$ cat config.mk
export PLATFORM = sky130hd
export DESIGN_NAME = psw_lock_ctrl
export DESIGN_NICKNAME = d
export VERILOG_FILES = /design/src/rtl/psw_pkg.sv /design/src/rtl/psw_debounce_edge.sv /design/src/rtl/psw_lock_ctrl.sv
export SDC_FILE = /design/constraint.sdc
export NUM_CORES = 1
export LEC_CHECK = 0
export CAP_MARGIN = 30
export CORE_ASPECT_RATIO = 0.75
export CORE_MARGIN = 3
export CORE_UTILIZATION = 43
export DETAILED_ROUTE_END_ITERATION = 6
export GPL_TIMING_DRIVEN = 0
export PLACE_DENSITY_LB_ADDON = 0.08
export SYNTH_ARGS = -nofsm -noshare
export SYNTH_HDL_FRONTEND = slang
export SYNTH_SLANG_ARGS = --single-unit
$ cat constraint.sdc
create_clock -name clk -period 3.63 [get_ports clk]
set_clock_uncertainty 0.1 [all_clocks]
set_input_delay 0.726 -clock clk [delete_from_list [all_inputs] [get_ports clk]]
set_output_delay 0.726 -clock clk [all_outputs]
set_load 0.005 [all_outputs]
$ cat src/rtl/psw_pkg.sv
// Shared types, 7-segment glyphs and the digit-to-glyph helper for the switch-password lock.
package psw_pkg;

  typedef enum logic [2:0] {
    ST_IDLE    = 3'd0,
    ST_ENTER   = 3'd1,
    ST_OPEN    = 3'd2,
    ST_ERROR   = 3'd3,
    ST_LOCKOUT = 3'd4,
    ST_PROG    = 3'd5
  } state_t;

  // Glyphs are active-low {g,f,e,d,c,b,a}; written as the inverse of the lit-segment pattern.
  localparam logic [6:0] SEG_0     = ~7'h3F;
  localparam logic [6:0] SEG_1     = ~7'h06;
  localparam logic [6:0] SEG_2     = ~7'h5B;
  localparam logic [6:0] SEG_3     = ~7'h4F;
  localparam logic [6:0] SEG_4     = ~7'h66;
  localparam logic [6:0] SEG_5     = ~7'h6D;
  localparam logic [6:0] SEG_6     = ~7'h7D;
  localparam logic [6:0] SEG_7     = ~7'h07;
  localparam logic [6:0] SEG_8     = ~7'h7F;
  localparam logic [6:0] SEG_9     = ~7'h6F;
  localparam logic [6:0] SEG_C     = ~7'h39;
  localparam logic [6:0] SEG_LO_O  = ~7'h5C;
  localparam logic [6:0] SEG_LO_D  = ~7'h5E;
  localparam logic [6:0] SEG_E     = ~7'h79;
  localparam logic [6:0] SEG_I     = ~7'h30;
  localparam logic [6:0] SEG_LO_N  = ~7'h54;
  localparam logic [6:0] SEG_O     = ~7'h3F;
  localparam logic [6:0] SEG_P     = ~7'h73;
  localparam logic [6:0] SEG_LO_R  = ~7'h50;
  localparam logic [6:0] SEG_LO_G  = ~7'h6F;
  localparam logic [6:0] SEG_L     = ~7'h38;
  localparam logic [6:0] SEG_BLANK = 7'h7F;

  // Decimal digit to glyph; anything above 9 shows blank.
  function automatic logic [6:0] seg7(input logic [3:0] val);
    case (val)
      4'd0:    seg7 = SEG_0;
      4'd1:    seg7 = SEG_1;
      4'd2:    seg7 = SEG_2;
      4'd3:    seg7 = SEG_3;
      4'd4:    seg7 = SEG_4;
      4'd5:    seg7 = SEG_5;
      4'd6:    seg7 = SEG_6;
      4'd7:    seg7 = SEG_7;
      4'd8:    seg7 = SEG_8;
      4'd9:    seg7 = SEG_9;
      default: seg7 = SEG_BLANK;
    endcase
  endfunction

endpackage

$ cat src/rtl/psw_debounce_edge.sv
// Per-bit 2-FF synchroniser, stability debouncer and rising-edge pulse.
module psw_debounce_edge #(
  parameter int WIDTH      = 11,
  parameter int DEB_CYCLES = 500000
) (
  input  logic             clk,
  input  logic             rst_n,
  input  logic [WIDTH-1:0] raw,
  output logic [WIDTH-1:0] rise
);

  localparam int            CW       = $clog2(DEB_CYCLES);
  localparam logic [CW-1:0] CNT_LAST = CW'(DEB_CYCLES - 1);

  logic [WIDTH-1:0] sync_a;
  logic [WIDTH-1:0] sync_b;
  logic [WIDTH-1:0] clean;
  logic [WIDTH-1:0] clean_d;
  logic [CW-1:0]    cnt [WIDTH];

  // Synchronise, then accept a new level only after it differs from clean for DEB_CYCLES samples.
  always_ff @(posedge clk) begin
    if (!rst_n) begin
      sync_a  <= '0;
      sync_b  <= '0;
      clean   <= '0;
      clean_d <= '0;
      for (int i = 0; i < WIDTH; i++) cnt[i] <= '0;
    end else begin
      sync_a  <= raw;
      sync_b  <= sync_a;
      clean_d <= clean;
      for (int i = 0; i < WIDTH; i++) begin
        if (sync_b[i] == clean[i]) begin
          cnt[i] <= '0;
        end else if (cnt[i] == CNT_LAST) begin
          clean[i] <= sync_b[i];
          cnt[i]   <= '0;
        end else begin
          cnt[i] <= cnt[i] + CW'(1);
        end
      end
    end
  end

  assign rise = clean & ~clean_d;

endmodule

$ cat src/rtl/psw_lock_ctrl.sv
// Switch-password lock: debounced digit entry, attempt counting, lockout, relock and reprogramming.
//
//   state   | meaning
//   --------+-------------------------------------------------------------
//   IDLE    | waiting for the first digit, shows " CodE"
//   ENTER   | collecting digits, idx = digits taken, miss = any mismatch
//   OPEN    | code accepted, unlocked=1, relocks on digit or timer
//   ERROR   | wrong/late code, fail_cnt bumped, shown for ERR_CYC
//   LOCKOUT | too many failures, all input ignored for LOCK_CYC
//   PROG    | collecting a new code, committed only when complete
module psw_lock_ctrl
  import psw_pkg::*;
#(
  parameter int                    NUM_SW      = 10,
  parameter int                    CODE_LEN    = 4,
  parameter logic [CODE_LEN*4-1:0] DEF_CODE    = {4'd3, 4'd1, 4'd4, 4'd1},
  parameter int                    DEB_CYCLES  = 500000,
  parameter int                    TIMEOUT_CYC = 250_000_000,
  parameter int                    OPEN_CYC    = 500_000_000,
  parameter int                    ERR_CYC     = 100_000_000,
  parameter int                    MAX_FAIL    = 3,
  parameter int                    LOCK_CYC    = 1_500_000_000
) (
  input  logic              clk,
  input  logic              rst_n,
  input  logic [NUM_SW-1:0] sw,
  input  logic              prog,
  output logic [6:0]        HEX4,
  output logic [6:0]        HEX3,
  output logic [6:0]        HEX2,
  output logic [6:0]        HEX1,
  output logic [6:0]        HEX0,
  output logic              unlocked,
  output logic              alarm,
  output logic [2:0]        fail_cnt
);

  localparam int DW = $clog2(NUM_SW);
  localparam int CW = CODE_LEN * 4;

  logic [NUM_SW:0]   rise;
  logic [NUM_SW-1:0] rise_sw;
  logic              prog_rise;

  state_t         state, state_nx;
  logic [3:0]     idx, idx_nx;
  logic           miss, miss_nx;
  logic [2:0]     fail_nx, fail_inc;
  logic [CW-1:0]  code, code_nx;
  logic [CW-1:0]  new_code, new_nx;
  logic [31:0]    timer, timer_nx;
  logic [31:0]    limit;
  logic           any_ev, one_hot, bad, hit, last, tc, clr;
  logic [DW-1:0]  digit;
  logic [3:0]     nib;

  psw_debounce_edge #(
    .WIDTH      (NUM_SW + 1),
    .DEB_CYCLES (DEB_CYCLES)
  ) u_deb (
    .clk   (clk),
    .rst_n (rst_n),
    .raw   ({prog, sw}),
    .rise  (rise)
  );

  assign rise_sw   = rise[NUM_SW-1:0];
  assign prog_rise = rise[NUM_SW];
  assign any_ev    = |rise_sw;
  assign one_hot   = any_ev && ((rise_sw & (rise_sw - NUM_SW'(1))) == '0);
  assign bad       = any_ev && !one_hot;

  // Digit value of the pressed switch and the stored code nibble expected at the current position.
  always_comb begin
    digit = '0;
    for (int i = 0; i < NUM_SW; i++) begin
      if (rise_sw[i]) digit = DW'(i);
    end
    nib = '0;
    for (int i = 0; i < CODE_LEN; i++) begin
      if (idx == 4'(i)) nib = code[(CODE_LEN-1-i)*4 +: 4];
    end
  end

  // A bad event never hits, so it counts as a wrong digit wherever a digit is compared.
  assign hit      = one_hot && (nib == 4'(digit));
  assign last     = (idx == 4'(CODE_LEN - 1));
  assign fail_inc = (fail_cnt >= 3'(MAX_FAIL)) ? fail_cnt : fail_cnt + 3'd1;

  // Per-state expiry threshold for the shared timer; IDLE never expires.
  always_comb begin
    case (state)
      ST_ENTER, ST_PROG: limit = 32'(TIMEOUT_CYC);
      ST_OPEN:           limit = 32'(OPEN_CYC);
      ST_ERROR:          limit = 32'(ERR_CYC);
      ST_LOCKOUT:        limit = 32'(LOCK_CYC);
      default:           limit = '1;
    endcase
  end

  assign tc = (timer == limit - 32'd1);

  // Next-state and datapath updates; events are checked before timer expiry so they win ties.
  always_comb begin
    state_nx = state;
    idx_nx   = idx;
    miss_nx  = miss;
    fail_nx  = fail_cnt;
    code_nx  = code;
    new_nx   = new_code;
    clr      = 1'b0;
    case (state)
      ST_IDLE, ST_ENTER: begin
        if (any_ev) begin
          clr = 1'b1;
          if (last) begin
            if (miss || !hit) begin
              state_nx = ST_ERROR;
              fail_nx  = fail_inc;
            end else begin
              state_nx = ST_OPEN;
              fail_nx  = '0;
            end
          end else begin
            state_nx = ST_ENTER;
            idx_nx   = idx + 4'd1;
            miss_nx  = miss || !hit;
          end
        end else if (state == ST_ENTER && tc) begin
          state_nx = ST_ERROR;
          fail_nx  = fail_inc;
        end
      end
      ST_ERROR: begin
        if (fail_cnt >= 3'(MAX_FAIL)) state_nx = ST_LOCKOUT;
        else if (tc)                  state_nx = ST_IDLE;
      end
      ST_LOCKOUT: begin
        if (tc) begin
          state_nx = ST_IDLE;
          fail_nx  = '0;
        end
      end
      ST_OPEN: begin
        if (any_ev) begin
          state_nx = ST_IDLE;
        end else if (prog_rise) begin
          state_nx = ST_PROG;
          idx_nx   = '0;
        end else if (tc) begin
          state_nx = ST_IDLE;
        end
      end
      ST_PROG: begin
        if (bad) begin
          state_nx = ST_IDLE;
        end else if (one_hot) begin
          clr = 1'b1;
          for (int i = 0; i < CODE_LEN; i++) begin
            if (idx == 4'(i)) new_nx[(CODE_LEN-1-i)*4 +: 4] = 4'(digit);
          end
          if (last) begin
            code_nx  = new_nx;
            state_nx = ST_IDLE;
          end else begin
            idx_nx = idx + 4'd1;
          end
        end else if (tc) begin
          state_nx = ST_IDLE;
        end
      end
      default: state_nx = ST_IDLE;
    endcase
    if (state_nx == ST_IDLE) begin
      idx_nx  = '0;
      miss_nx = 1'b0;
    end
    timer_nx = (clr || state_nx != state) ? '0 : timer + 32'd1;
  end

  // State, entry progress, failure count, code storage and shared timer.
  always_ff @(posedge clk) begin
    if (!rst_n) begin
      state    <= ST_IDLE;
      idx      <= '0;
      miss     <= 1'b0;
      fail_cnt <= '0;
      code     <= DEF_CODE;
      new_code <= '0;
      timer    <= '0;
    end else begin
      state    <= state_nx;
      idx      <= idx_nx;
      miss     <= miss_nx;
      fail_cnt <= fail_nx;
      code     <= code_nx;
      new_code <= new_nx;
      timer    <= timer_nx;
    end
  end

  assign unlocked = (state == ST_OPEN);
  assign alarm    = (state == ST_LOCKOUT);

  // Display text per state, HEX4 is the leftmost character.
  always_comb begin
    HEX4 = SEG_BLANK;
    HEX3 = SEG_BLANK;
    HEX2 = SEG_BLANK;
    HEX1 = SEG_BLANK;
    HEX0 = SEG_BLANK;
    case (state)
      ST_IDLE: begin
        HEX3 = SEG_C;
        HEX2 = SEG_LO_O;
        HEX1 = SEG_LO_D;
        HEX0 = SEG_E;
      end
      ST_ENTER: begin
        HEX4 = SEG_I;
        HEX3 = SEG_LO_N;
        HEX0 = seg7(idx);
      end
      ST_OPEN: begin
        HEX4 = SEG_O;
        HEX3 = SEG_P;
        HEX2 = SEG_E;
        HEX1 = SEG_LO_N;
      end
      ST_ERROR: begin
        HEX4 = SEG_E;
        HEX3 = SEG_LO_R;
        HEX2 = SEG_LO_R;
        HEX0 = seg7({1'b0, fail_cnt});
      end
      ST_LOCKOUT: begin
        HEX3 = SEG_L;
        HEX2 = SEG_O;
        HEX1 = SEG_C;
      end
      ST_PROG: begin
        HEX4 = SEG_P;
        HEX3 = SEG_LO_R;
        HEX2 = SEG_LO_O;
        HEX1 = SEG_LO_G;
        HEX0 = seg7(idx);
      end
      default: ;
    endcase
  end

endmodule

==> results.cfg, run 1 <==
[layout]
syn_to_final_growth_pct = 21.7
layout-drive-gt1-share_pct = 9.34
post-route-util_pct = 53.6
layout_common_cells = nor2_1 (329), edfxtp_1 (209), conb_1 (209)
nets = 2190
fin_area_sq_um = 21400
fillCellCount = 3675
final_common_cell = nor2_1
final_cells = 2696

[hold_path]
hp-class = reg2reg
whs_path_depth = 1
min-delay-start = u_deb.sync_a[1]$_SDFF_PN0_
worstHoldEndpoint = u_deb.sync_b[1]$_SDFF_PN0_

[route]
wirelength_mm = 37.5
vias = 13283
first_pass_iters = 5
wl_per_cell_microns = 13.9
drc_errors = 0
via_per_inst = 4.93
drt_iter0_markers = 721
ant_nets = 0

[clock_network]
htree_levels = 2
cts_tree = yes
clk_pin_slew_ns = 0.06
cts_inserted_buffers = 37
clockRootBuffer = clkbuf_16
cts.sinks = 338
clock_latency_ns = 0.52
cts_buffer_depth = 3
ctsHoldBuffers = 0

[critical_path]
rr_worst_depth = 17
cp-start-kind = flop
crit_path_end_kind = flop
critPathSlowestCell = or4_4
worstPathCellList = buf_6 -> nand2b_4 -> clkinv_8 -> ha_4 -> o211ai_1 -> a221oi_2 -> nand3_1 -> or4_4 -> nor4_4 -> a31oi_2 -> o211ai_4 -> o21a_4 -> nand2_4 -> ha_4 -> nand2_1 -> o21ai_2 -> a221oi_2
cp_max_fo = 8
worstPathRequired_ns = 3.96
worstSetupPathType = reg2reg
r2r_start = state[1]$_SDFF_PN0_
crit_arrival_ns = 4.17
r2r_slack_ns = -0.21
cp_slowest_stage_delay_ns = 0.58

[timing]
worst_pin_slew_ns = 0.921
tns_ns = -1.50
finalCritPeriodShare_pct = 106
finalSetupViolCount = 12
hold_slack_ns = 0.331
slew_violations = 0
hold_viol = 0
slew_headroom_pct = 37.9
setup_ws_ns = -0.211
rsz0062_at_grt = true
fmax_mhz = 260
layout_min_cycle_time_ns = 3.84

[floorplan]
initial_utilization_pct = 44.0
coreArea_sq_um = 40000
die_w_microns = 240
pin_count = 53
dieArea_sq_um = 43400
chipHeight_microns = 181
fp-row-count = 63

[global_routing]
grt_pass1_wl_mm = 63.2
track_usage_pct = 17.5
grt_pass1_vias = 12562
grt_max_degree = 15
antenna_found_initial = 1
grt_overflow_total = 0

[placement]
routabilityCongestion = 0.868
place.port_buffers = 51
dpl.cell_count = 2598
place_area_sq_um = 19600
place_ws_ns = -0.669
dp_hpwl_mm = 26.8

[synth]
ys_seq_elements = 338
synth_edf_count = 209
synth_ff_type = edfxtp_1
seq_area_frac_synth_pct = 50.4
synthCells = 1818
ys_types = 84
synth_warnings = 0
async_reset_ff_share_pct = 0
synth_area_per_cell_sq_um = 9.68
syn_area_sq_um = 17600

[status]
status = complete, but fails checks
failed_checks = setup timing

[run]
cap_violations = 0

[pwr]
power_density_nw_per_um2 = 389
irDropWorstVdd_mv = 0.353
totalPowerFinal_mw = 8.33
cellLeakagePower_nw = 7.99
## cells in the mapped netlist, types with 4 or more instances
cell      instances  area [sq um]
nor4_1           19           119
clkbuf_1         38           143
xnor2_1          69           604
a21oi_1          46           230
a21o_1            4          30.0
buf_2             9          45.0
xor2_1          150          1310
nor3_1           25           125
nor4bb_1          4          40.0
a211oi_1          7          52.6
a221oi_1          4          35.0
o22ai_1           9          56.3
nand3b_1         14           105
o211ai_1         11          82.6
and4_1            5          43.8
nand2b_1         12          75.1
ha_1             29           363
nor4b_1          12           105
edfxtp_1        209          6280
nand3_1         107           536
mux2i_1          22           220
nand4_1          32           200
and3_1           58           363
o21ai_0          51           255
nor2_1          333          1250
o211a_1           7          70.1
or2_2             6          37.5
a31oi_1           4          25.0
and2_1           42           263
or3_1            18           113
inv_1            38           143
dfxtp_1         129          2580
nor2b_1          41           257
nand2_1         170           638
buf_4             5          37.5
## flip-flops by register name, summed over array words and instances, names as in the netlist, named ones only
register / cells
state: 3
miss: 1
new_code: 12
idx: 4
fail_cnt: 3
u_deb.cnt: 209
u_deb.clean: 11
u_deb.sync_b: 11
timer: 32
u_deb.sync_a: 11
u_deb.clean_d: 11
code: 16
## how the worst max path moves through the flow
stage	from	to	slack, ns	cells after the start
global placement	state[2]$_SDFF_PN0_	flop	-0.68	17
CTS	state[2]$_SDFF_PN0_	flop	-0.31	18
floorplan	state[2]$_SDFF_PN0_	flop	-0.06	17
detailed placement	state[2]$_SDFF_PN0_	flop	-0.67	17
finish	state[1]$_SDFF_PN0_	flop	-0.21	17
global route	state[2]$_SDFF_PN0_	flop	-0.42	18
## critical path: cells and delay by family (launching register included)
| kind | cells | cell delay, ns |
|---|---|---|
| simple gates | 6 | 1.30 |
| compound gates | 7 | 1.28 |
| fa+ha+maj | 2 | 0.46 |
| flops | 1 | 0.38 |
| buf+inv | 2 | 0.21 |
## per-layer routing
layer | part of all wire, % | GRT usage [%] | vias up | wire [microns]
li1 | - | - | 6825 | -
met1 | 52 | 26.3 | 6230 | 19600
met2 | 42 | 26.0 | 177 | 15700
met3 | 4.5 | 3.59 | 49 | 1680
met4 | 1.4 | 3.48 | 2 | 508
met5 | 0.035 | 0 | - | 13
## cell families after synthesis
| logic type | count (synthesis) | share of synthesized area (%) |
|---|---|---|
| XOR/XNOR | 219 | 10.9 |
| adder cells (fa/ha/maj) | 29 | 2.06 |
| multiplexers | 26 | 1.55 |
| other | 1 | 0.0213 |
| AND/OR/NAND/NOR | 921 | 25.6 |
| AO/OA/AOI/OAI | 186 | 7.20 |
| buffers and inverters | 98 | 2.30 |
| flip-flops | 338 | 50.4 |
## repair_timing
item                                    CTS  global route
gates resized for setup                  57            33
endpoints found under the setup margin   61            64
pin swaps                                18            11
setup buffers                            25             7
## report_power, final
group          internal [mW]  switching, mW
logic                  0.103          0.153
registers               4.19          0.110
clock network           2.24           1.54
## area by class of cell
cell class              count  area (sq um)  area share [%]
diodes                      2          5.00          0.0234
plain buffers              56           303            1.41
clock buffers              48          1040            4.85
clock inverters            17           173           0.806
inverters                  42           178           0.830
multi-input cells        1590          9430            44.0
flip-flops and latches    338          8870            41.4
well taps                 520           651            3.04
repair buffers             83           771            3.60
Power figures use the tool's default switching activity.
==> run 2: changes to the inputs <==
--- a/config.mk
+++ b/config.mk
@@ -12,6 +12,7 @@
 export DETAILED_ROUTE_END_ITERATION = 6
 export GPL_TIMING_DRIVEN = 0
 export PLACE_DENSITY_LB_ADDON = 0.08
+export SLEW_MARGIN = 0
 export SYNTH_ARGS = -nofsm -noshare
 export SYNTH_HDL_FRONTEND = slang
 export SYNTH_SLANG_ARGS = --single-unit
==> constraint.sdc (replaced) <==
create_clock -name clk -period 4.1 [get_ports clk]
set_clock_uncertainty 0.1 [all_clocks]
set_input_delay 0.82 -clock clk [delete_from_list [all_inputs] [get_ports clk]]
set_output_delay 0.82 -clock clk [all_outputs]
set_load 0.005 [all_outputs]
==> results.cfg, run 2 (same netlist as run 1, synthesis figures left out) <==
[status]
status = completed

[floorplan]
initial_utilization_pct = 44.0
dieArea_sq_um = 43400
chipHeight_microns = 181
coreArea_sq_um = 40000
pin_count = 53
fp-row-count = 63
die_w_microns = 240

[critical_path]
crit_arrival_ns = 4.34
startpoint = state[2]$_SDFF_PN0_
r2r_slack_ns = 0.06
worstPathRequired_ns = 4.41
cp-start-kind = flop
crit_buf_inv = 2
critPathSlowestCell = or4_4
r2r_start = state[2]$_SDFF_PN0_
worstPathCellList = and2b_4 -> inv_4 -> nand2_4 -> ha_4 -> o211ai_1 -> a221oi_2 -> nand3_1 -> or4_4 -> buf_6 -> nor4_4 -> o21ai_2 -> o21bai_1 -> a22o_2 -> and2_4 -> ha_4 -> mux2_4
worstSetupPathType = reg2reg
crit_path_end_kind = flop
rr_worst_depth = 16
cp_common_cell = ha_4
cp_max_fo = 5
crit_family = simple AND/OR/NAND/NOR gates
cp_slowest_stage_delay_ns = 0.59

[pwr]
cellLeakagePower_nw = 7.90
switching_share_pct = 20.9
power_density_nw_per_um2 = 350
pwr-share-seq_pct = 51.3
p_comb_share_pct = 3.0
switching_power_mw = 1.55
irDropWorstVdd_mv = 0.315
p_int_mw = 5.87
clockPowerShare_pct = 45.7

[timing]
slew_headroom_pct = 42.7
hold_slack_ns = 0.331
worst_pin_slew_ns = 0.860
rsz0062_at_grt = true
slew_violations = 0
hold_viol = 0
finalCritPeriodShare_pct = 98.5
fmax_mhz = 248
finalSetupViolCount = 0
layout_min_cycle_time_ns = 4.04

[global_routing]
track_usage_pct = 17.4
grt_pass1_vias = 12522
grt_max_degree = 15
grt_overflow_total = 0
grt_pass1_wl_mm = 62.7
antenna_found_initial = 0

[hold_path]
hp-class = reg2reg
worstHoldEndpoint = u_deb.sync_b[1]$_SDFF_PN0_
whs_path_depth = 1
min-delay-start = u_deb.sync_a[1]$_SDFF_PN0_

[layout]
nets = 2188
fillCellCount = 3697
reg_top3 = u_deb.cnt x209, timer x32, code x16
register_area_sq_um = 8860
final_cells = 2691
multi_input_area_sq_um = 9270
syn_to_final_growth_pct = 20.4
fin_area_sq_um = 21200
layout-drive-gt1-share_pct = 7.78
final_common_cell = nor2_1
layout_common_cells = nor2_1 (331), edfxtp_1 (209), conb_1 (209)
largest_reg_flops = 209
antenna_cells = 0
regMostFlops = u_deb.cnt

[route]
drt_iter0_markers = 710
drc_errors = 0
ant_nets = 0
wl_per_cell_microns = 14.0
via_per_inst = 4.97
first_pass_iters = 5
wirelength_mm = 37.6
vias = 13373

[clock_network]
ctsHoldBuffers = 0
cts_buffer_depth = 3
cts_tree = yes
clockRootBuffer = clkbuf_16
clk_pin_slew_ns = 0.06
clock_latency_ns = 0.52
cts_inserted_buffers = 37
htree_levels = 2
cts.sinks = 338

[placement]
place_area_sq_um = 19500
dp_hpwl_mm = 27.0
place.port_buffers = 51
dpl.cell_count = 2598
routabilityCongestion = 0.878

[run]
cap_violations = 0
run 2: cell types whose count changed in the layout (fill, tap and decap cells not counted), sizes merged:
cell,delta
clkbuf,+6
buf,-1
clkinv,-7
inv,-1
diode,-2
run 2: final cells by class:
| cell class | count | share of cell area [%] |
|---|---|---|
| multi-input cells | 1590 | 43.8 |
| flip-flops and latches | 338 | 41.8 |
| clock buffers | 55 | 5.27 |
| repair buffers | 82 | 3.51 |
| well taps | 520 | 3.07 |
| plain buffers | 55 | 1.20 |
| inverters | 42 | 0.791 |
| clock inverters | 9 | 0.567 |
run 2: worst register-to-register path, stage by stage, from the launching register on:
cell and delay (ns):
dfxtp_2 0.34, and2b_4 0.22, inv_4 0.08, nand2_4 0.06, ha_4 0.28, o211ai_1 0.12, a221oi_2 0.21, nand3_1 0.13
or4_4 0.59, buf_6 0.15, nor4_4 0.38, o21ai_2 0.14, o21bai_1 0.19, a22o_2 0.32, and2_4 0.18, ha_4 0.15
mux2_4 0.26
run 2: per-layer routing:
layer	up-vias	share of wire (%)	global-route usage [%]	wire length [microns]
met3	55	4.7	3.36	1770
met2	222	42	26.1	15900
met4	0	2.0	4.57	744
met1	6289	51	25.7	19300
met5	-	0	0	0
li1	6807	-	-	-
run 2: timing repair:
item | CTS | global route
endpoints found under the setup margin | 54 | 10
resized for setup | 22 | 27
setup buffers | 10 | 20
pin swaps | 9 | 17
run 2: power by group through the flow:
stage                     clock, mW  sequential (mW)  combinational [mW]
after floorplan                   0             3.85               0.168
after global placement            0             3.88               0.219
after detailed placement          0             3.88               0.219
after CTS                      3.51             3.81               0.222
after global routing           3.64             3.82               0.262
final                          3.39             3.81               0.223
run 2: how the worst max path moves through the flow:
stage | to | slack, ns | cells past startpoint
floorplan | flop | 0.07 | 17
detailed placement | flop | -0.97 | 16
global route | flop | -0.07 | 16
global placement | flop | -0.82 | 16
finish | flop | 0.06 | 16
CTS | flop | 0.02 | 12
run 2: metrics by stage:
stage | setup slack, ns | total power, mW | util [%] | TNS (ns)
2_1_floorplan | 0.0655 | 4.02 | - | 0
3_3_place_gp | -0.817 | 4.09 | 48.9 | -15.36
3_5_place_dp | -0.970 | 4.10 | 48.9 | -20.21
4_1_cts | 0.0235 | 7.54 | 52.4 | 0
5_1_grt | -0.0698 | 7.72 | 53.0 | -0.160
6_report | 0.0618 | 7.42 | 53.0 | 0
==> run 3: changes to the inputs <==
==> constraint.sdc (replaced) <==
create_clock -name clk -period 4.6 [get_ports clk]
set_clock_uncertainty 0.1 [all_clocks]
set_input_delay 0.92 -clock clk [delete_from_list [all_inputs] [get_ports clk]]
set_output_delay 0.92 -clock clk [all_outputs]
set_load 0.005 [all_outputs]
==> results.cfg, run 3 (same netlist as run 1, synthesis figures left out) <==
[clock_network]
clk_pin_slew_ns = 0.06
cts_buffer_depth = 3
clockRootBuffer = clkbuf_16
cts_inserted_buffers = 37
cts_tree = yes
clock_latency_ns = 0.52
cts.sinks = 338
htree_levels = 2

[global_routing]
track_usage_pct = 17.3
grt_overflow_total = 0
grt_pass1_wl_mm = 62.4
grt_max_degree = 15
grt_pass1_vias = 12481
antenna_found_initial = 0

[layout]
fin_area_sq_um = 20900
regMostFlops = u_deb.cnt
syn_to_final_growth_pct = 18.7
post-route-util_pct = 52.3
antenna_cells = 0
fillCellCount = 3726
largest_reg_flops = 209
reg_top3 = u_deb.cnt x209, timer x32, code x16
final_cells = 2668
layout-drive-gt1-share_pct = 5.96
final_common_cell = nor2_1
layout_common_cells = nor2_1 (333), edfxtp_1 (209), conb_1 (209)
nets = 2165

[timing]
finalSetupViolCount = 0
slew_violations = 0
finalCritPeriodShare_pct = 95.1
hold_viol = 0
rsz0062_at_grt = false
tns_ns = 0
worst_pin_slew_ns = 0.845
layout_min_cycle_time_ns = 4.37
fmax_mhz = 229
setup_ws_ns = 0.226
slew_headroom_pct = 43.7
hold_slack_ns = 0.331

[critical_path]
rr_worst_depth = 17
cp_slowest_stage_delay_ns = 0.62
r2r_start = state[2]$_SDFF_PN0_
crit_buf_inv = 2
r2r_slack_ns = 0.23
cp-start-kind = flop
crit_family = simple AND/OR/NAND/NOR gates
cp_max_fo = 10
worstPathRequired_ns = 4.89
worstPathCellList = and2b_4 -> inv_4 -> buf_6 -> nand2_1 -> ha_4 -> o211ai_1 -> a221oi_2 -> nand3_1 -> or4_4 -> nor4_4 -> a31oi_1 -> o211ai_2 -> o21a_2 -> nand2_1 -> ha_1 -> o21ai_0 -> a22oi_1
cp_common_cell = nand2_1
critPathSlowestCell = or4_4
crit_path_end_kind = flop
worstSetupPathType = reg2reg
crit_arrival_ns = 4.66

[floorplan]
dieArea_sq_um = 43400
pin_count = 53
coreArea_sq_um = 40000
chipHeight_microns = 181
initial_utilization_pct = 44.0
die_w_microns = 240
fp-row-count = 63

[route]
wirelength_mm = 37.3
via_per_inst = 4.97
first_pass_iters = 5
vias = 13268
drt_iter0_markers = 755
drc_errors = 0
ant_nets = 0
wl_per_cell_microns = 14.0

[pwr]
p_int_mw = 5.23
irDropWorstVdd_mv = 0.281
totalPowerFinal_mw = 6.61
clockPowerShare_pct = 45.7
cellLeakagePower_nw = 7.74
p_comb_share_pct = 3.0
switching_power_mw = 1.38
switching_share_pct = 20.9
power_density_nw_per_um2 = 317
pwr-share-seq_pct = 51.3

[hold_path]
whs_path_depth = 1
hp-class = reg2reg
worstHoldEndpoint = u_deb.sync_b[1]$_SDFF_PN0_
min-delay-start = u_deb.sync_a[1]$_SDFF_PN0_

[placement]
place_ws_ns = -0.470
dpl.cell_count = 2598
place_area_sq_um = 19500
routabilityCongestion = 0.878
place.port_buffers = 51
dp_hpwl_mm = 27.0

[status]
status = completed

[run]
cap_violations = 0
## run 3: what timing repair did
action,4_1_cts,5_1_grt
endpoints found under the setup margin,13,13
pin swaps,3,5
setup buffers,3,3
hold buffers,0,0
gates resized for setup,6,13
## run 3: worst max path at each step
stage / to / cells past startpoint / startpoint
3_5_place_dp: flop / 16 / state[2]$_SDFF_PN0_
3_3_place_gp: flop / 16 / state[2]$_SDFF_PN0_
4_1_cts: flop / 16 / state[2]$_SDFF_PN0_
2_1_floorplan: flop / 17 / state[2]$_SDFF_PN0_
5_1_grt: flop / 17 / state[1]$_SDFF_PN0_
6_report: flop / 17 / state[2]$_SDFF_PN0_
## run 3: cell type report
type,instances,area (sq um),share of cell area [%]
plain buffers,56,258,1.23
inverters,42,163,0.779
clock buffers,55,1120,5.35
repair buffers,58,561,2.68
multi-input cells,1590,9150,43.8
clock inverters,9,120,0.575
well taps,520,651,3.12
flip-flops and latches,338,8860,42.4
## run 3: power groups by stage
stage	clock network [mW]	logic [mW]	registers, mW
2_1_floorplan	0	0.150	3.43
3_3_place_gp	0	0.195	3.45
3_5_place_dp	0	0.196	3.46
4_1_cts	3.13	0.197	3.39
5_1_grt	3.24	0.233	3.41
6_report	3.02	0.199	3.39
## run 3: per-layer routing
metal	GRT usage, %	share of wire [%]	up-vias
met5	0	0	-
li1	-	-	6760
met2	25.9	42	218
met1	25.6	51	6223
met3	3.39	4.8	67
met4	4.67	2.1	0
